**src/rtl/riscv_pkg.sv**
```systemverilog
// Shared RV32 definitions for the front end: word width, canonical NOP and the
// {pc, instr} pair that travels from fetch to decode.
package riscv_pkg;

    localparam int unsigned XLEN = 32;

    // addi x0, x0, 0
    localparam logic [XLEN-1:0] NOP_INSTR = 32'h0000_0013;

    typedef struct packed {
        logic [XLEN-1:0] pc;
        logic [XLEN-1:0] instr;
    } if_entry_t;

endpackage

```
**src/rtl/sync_fifo.sv**
```systemverilog
// Synchronous FIFO with occupancy count and clear. Pointers wrap by explicit
// compare so DEPTH need not be a power of two. Head data is read combinationally.
module sync_fifo #(
    parameter int unsigned WIDTH = 64,
    parameter int unsigned DEPTH = 4
) (
    input  logic                       clk,
    input  logic                       rst,
    input  logic                       clear,
    input  logic                       push,
    input  logic                       pop,
    input  logic [WIDTH-1:0]           wdata,
    output logic [WIDTH-1:0]           rdata,
    output logic [$clog2(DEPTH+1)-1:0] count
);

    localparam int unsigned PW = $clog2(DEPTH);
    localparam int unsigned CW = $clog2(DEPTH+1);

    logic [WIDTH-1:0] mem [DEPTH];
    logic [PW-1:0]    rd_ptr;
    logic [PW-1:0]    wr_ptr;

    function automatic logic [PW-1:0] ptr_inc(input logic [PW-1:0] p);
        return (p == PW'(DEPTH - 1)) ? '0 : p + PW'(1);
    endfunction

    // Pointer and occupancy bookkeeping; clear behaves like reset.
    always_ff @(posedge clk) begin
        if (rst || clear) begin
            rd_ptr <= '0;
            wr_ptr <= '0;
            count  <= '0;
        end else begin
            if (push) wr_ptr <= ptr_inc(wr_ptr);
            if (pop)  rd_ptr <= ptr_inc(rd_ptr);
            case ({push, pop})
                2'b10:   count <= count + CW'(1);
                2'b01:   count <= count - CW'(1);
                default: count <= count;
            endcase
        end
    end

    // Storage array; contents need no reset since count gates visibility.
    always_ff @(posedge clk) begin
        if (push && !rst && !clear) mem[wr_ptr] <= wdata;
    end

    assign rdata = mem[rd_ptr];

endmodule

```
**src/rtl/fetch_buffer.sv**
```systemverilog
// Fetch-to-decode buffer. Holds the PC issued to instruction memory for one
// cycle, pairs it with the returning word and queues the pair for decode.
// Credit for a new PC counts the in-flight slot but never a same-cycle pop,
// so in_ready has no combinational dependency on out_ready.
module fetch_buffer
    import riscv_pkg::*;
#(
    parameter int unsigned     XLEN      = riscv_pkg::XLEN,
    parameter int unsigned     DEPTH     = 4,
    parameter logic [XLEN-1:0] NOP_INSTR = riscv_pkg::NOP_INSTR
) (
    input  logic            clk,
    input  logic            rst,
    input  logic            flush,
    input  logic            in_valid,
    input  logic [XLEN-1:0] in_pc,
    output logic            in_ready,
    input  logic [XLEN-1:0] imem_rdata,
    output logic            out_valid,
    output logic [XLEN-1:0] out_pc,
    output logic [XLEN-1:0] out_instr,
    input  logic            out_ready
);

    localparam int unsigned CW = $clog2(DEPTH+1);

    logic            pend_valid;
    logic [XLEN-1:0] pend_pc;
    logic            accept;
    logic            push;
    logic            pop;
    logic            credit;
    logic [CW-1:0]   count;
    if_entry_t       wr_entry;
    if_entry_t       head;

    assign credit   = ({1'b0, count} + {{CW{1'b0}}, pend_valid}) < (CW+1)'(DEPTH);
    assign in_ready = ~flush & credit;
    assign accept   = in_valid & in_ready;

    // The word returning during a flush cycle belongs to a squashed PC.
    assign push      = pend_valid & ~flush;
    assign out_valid = (count != '0);
    assign pop       = out_valid & out_ready & ~flush;

    // Pair the pending PC with the word memory returns this cycle.
    always_comb begin
        wr_entry.pc    = pend_pc;
        wr_entry.instr = imem_rdata;
    end

    // One-entry stage tracking the PC whose memory read is in flight.
    always_ff @(posedge clk) begin
        if (rst) begin
            pend_valid <= 1'b0;
            pend_pc    <= '0;
        end else if (flush) begin
            pend_valid <= 1'b0;
        end else begin
            pend_valid <= accept;
            if (accept) pend_pc <= in_pc;
        end
    end

    sync_fifo #(
        .WIDTH($bits(if_entry_t)),
        .DEPTH(DEPTH)
    ) u_fifo (
        .clk  (clk),
        .rst  (rst),
        .clear(flush),
        .push (push),
        .pop  (pop),
        .wdata(wr_entry),
        .rdata(head),
        .count(count)
    );

    // Empty queue presents a bubble rather than stale storage.
    always_comb begin
        out_pc    = out_valid ? head.pc    : '0;
        out_instr = out_valid ? head.instr : NOP_INSTR;
    end

endmodule

```
**config.mk**
```make
export PLATFORM = sky130hd
export DESIGN_NAME = fetch_buffer
export DESIGN_NICKNAME = d
export VERILOG_FILES = /design/src/rtl/riscv_pkg.sv /design/src/rtl/sync_fifo.sv /design/src/rtl/fetch_buffer.sv
export SDC_FILE = /design/constraint.sdc
export NUM_CORES = 1
export LEC_CHECK = 0
export CORE_MARGIN = 2
export CORE_UTILIZATION = 35
export DETAILED_ROUTE_END_ITERATION = 7
export GPL_ROUTABILITY_DRIVEN = 0
export HOLD_SLACK_MARGIN = 0.05
export SETUP_SLACK_MARGIN = 0.1
export SYNTH_ARGS = -nofsm -noshare
export SYNTH_HDL_FRONTEND = slang
export SYNTH_SLANG_ARGS = --single-unit
```
**constraint.sdc**
```tcl
create_clock -name clk -period 2.6 [get_ports clk]
set_input_delay 0.26 -clock clk [delete_from_list [all_inputs] [get_ports clk]]
set_output_delay 0.26 -clock clk [all_outputs]
set_load 0.005 [all_outputs]
```
==> flow_metrics.tcl <==
set metrics [dict create \
    grt_pass1_wl_mm 36.6 \
    fin_ws_ps 127 \
    synth-seq-area-share 0.739 \
    instances_no_fill 1269 \
    worst-path-buf-inv 6 \
    synth_top_area_frac 0.666 \
    fp.dieH_microns 186 \
    cts_hold_buf 0 \
    num_rows 66 \
    cts_tree "done" \
    final-hold-violation-count 0 \
    cts_buffers 31 \
    path_cells "buf_12, buf_12, buf_16, buf_8, buf_6, mux4_2, and2_4, buf_6" \
    worstPathRequired_ps 2340 \
    fp.coreArea_sq_um 32500 \
    maxSlewViolCount 0 \
    clockBufferDepth 3 \
    fmax_mhz 404 \
    clock_sinks 298 \
    rsz0062_at_grt "true" \
    drive_gt1_frac 0.316 \
    cap_violations 0 \
    grt_max_degree 66 \
    drc 0 \
    p_leak_nw 5.15 \
    crit_path_end_kind "output port" \
    fin_nets 878 \
    finalClockSkew_ps 15.0 \
    ys_seq_elements 298 \
    antenna_cells 0 \
    antenna_found_initial 0 \
    cts-root-buf "clkbuf_16" \
    utilization 0.468 \
    synth_xor_area_frac 0.00152 \
    avgSynthCellArea_sq_um 19.0 \
    yosys.area_share.adder 0.00824 \
    post_dp_cell_area_sq_um 13600 \
    cpMaxStageDelayCell "mux4_2" \
    finalSetupTns_ps 0 \
    final_area_sq_um 15200 \
    synth-simple-area-share 0.0863 \
    path_class "reg -> out" \
    timing.final.crit_share 0.951 \
    synth_nets 684 \
    synth.area.top_cells "edfxtp_1 67%, mux4_2 12%, dfxtp_1 7.3%, and2_1 3.3%, nand4b_1 2.4%" \
    synthesis.area_sq_um 11500 \
    wl_per_cell_microns 18.9 \
    io_buffers 134 \
    place_ws_ps 345 \
    r2r_setup_slack_ps 600 \
    synth-edff-count 256 \
    status "complete, no violations" \
    slowest_delay_ps 480 \
    irDropWorstVdd_mv 0.558 \
    ant_nets 0 \
    worstPathMaxFanout 5 \
    vias 6029 \
    crit_family "buffers and inverters" \
    finalWorstPathRequiredPeriod_ps 2470 \
    synth-compound-area-share 0.0194 \
    grt_pass1_vias 6273 \
    worstMarginPinSlew_ps 591 \
    synth_cells 608 \
    fillCellCount 2826 \
    yosysWarningCount 0 \
    min_path_type "in -> reg" \
    holdWs_ps 215 \
    synth_top_family_by_area "multiplexers" \
    synth_common_cells "256 x edfxtp_1, 64 x mux4_2, 61 x and2_1" \
    drt_iter0_markers 305 \
    ys_types 30 \
    final-setup-viol-count 0 \
    relSlewSlack 0.605 \
    avgViaCountPerCell 4.75 \
    clkLatencyLatePin_ps 550 \
    cts_max_level 1 \
    powerDensity_nw_per_um2 660 \
    yosys-mux-area-fraction 0.126 \
    fp.dieArea_sq_um 34400 \
    startpoint_type "flop" \
    overflow 0 \
    p_total_mw 10.1 \
    place_hpwl_mm 14.1 \
    wirelength_mm 24.0 \
    path_clk_slew_ps 60 \
    synth_largest_area_cell "edfxtp_1" \
    die_x_microns 186 \
    synth_most_common_cell "edfxtp_1" \
    synth_flop_cell "edfxtp_1" \
    async_flop_share 0 \
    gr-usage-all-layers 0.141 \
    syn_to_final_growth_pct 32.0 \
    start_util 0.355 \
    dr.pass1.iters 4 \
    worst_ep_arrival_time_ps 2210 \
    num_io_pins 135 \
    place_inst 1170 \
]
-- logic make-up (layout without fill, tap and decap cells) --
group	after synthesis	after routing
muxes	65	65
xor gates and xnor gates	2	2
and+or+nand+nor	150	150
adders and majority gates	7	7
AOI/OAI and AO/OA	40	40
buffers and inverters	46	265
DFF	298	298
-- per-layer routing --
metal / up-vias / share of wire / track usage
li1: 2796 / - / -
met1: 3071 / 0.45 / 0.190
met2: 129 / 0.49 / 0.239
met3: 33 / 0.047 / 0.0250
met4: 0 / 0.015 / 0.0315
met5: - / 0 / 0
-- where the power goes --
group	internal, mW	switching, mW	total (mW)
logic	0.152	0.111	0.263
clock network	2.84	1.72	4.55
registers	5.21	0.0338	5.24
-- sequential cells by signal, summed over array words and instances, names as in the netlist, named ones only --
register and cells:
pend_pc 32, pend_valid 1, u_fifo.count 3, u_fifo.mem 256
u_fifo.rd_ptr 2, u_fifo.wr_ptr 2
-- layout make-up --
cell class | count | area [sq um] | area share
well taps | 442 | 553 | 0.0363
flip-flops and latches | 298 | 8540 | 0.560
multi-input cells | 264 | 2890 | 0.189
inverters | 7 | 28.8 | 0.00189
repair buffers | 200 | 2160 | 0.142
clock inverters | 9 | 175 | 0.0115
clock buffers | 49 | 893 | 0.0586
-- cells in the final DEF, fill, tap and decap left out, types with 2 or more instances in the layout --
cell and count:
clkbuf_2 8, buf_2 29, and3_4 4, clkdlybuf4s15_1 14, dlygate4sd2_1 11, nand2b_1 33, buf_12 24, dfxtp_2 3
or3_1 2, buf_16 6, edfxtp_1 256, inv_1 6, buf_6 15, bufinv_16 5, clkbuf_16 31, clkbuf_8 5
ha_1 6, nor2_1 7, clkbuf_1 13, and2_4 31, xor2_1 2, clkdlybuf4s50_1 69, a21oi_1 4, o21ai_0 24
nand2_1 2, buf_8 7, or2_2 2, buf_4 17, o21ai_1 10, dfxtp_4 2, dfxtp_1 37, and2_1 30
mux4_2 64, or2_4 2, nand4b_1 32
-- worst register-to-register path: cells and delay by family, from the launching register on --
kind                       cells  cell delay, ps
AOI/OAI and AO/OA              2             660
DFF                            1             350
xor gates and xnor gates       1              70
buffers and inverters          1              70
and+or+nand+nor                2             400
adders and majority gates      2             390
-- final timing paths --
path                                      from                            to  cells after the start
setup / recovery                          flop                  out_instr[2]                      8
hold / removal                             rst         pend_valid$_SDFF_PP0_                      4
setup reg to reg  u_fifo.count[2]$_SDFFE_PP0P_  u_fifo.count[2]$_SDFFE_PP0P_                      8
hold reg to reg        pend_pc[5]$_SDFFE_PP0P_   u_fifo.mem[2][37]$_DFFE_PP_                      0
-- repair_timing --
| item | 4_1_cts | 5_1_grt |
|---|---|---|
| pin swaps | 36 | 3 |
| cloned | 6 | 0 |
| resized for setup | 243 | 23 |
| buffers inserted | 35 | 1 |
| setup endpoints to repair | 65 | 29 |
Power figures use the tool's default switching activity.
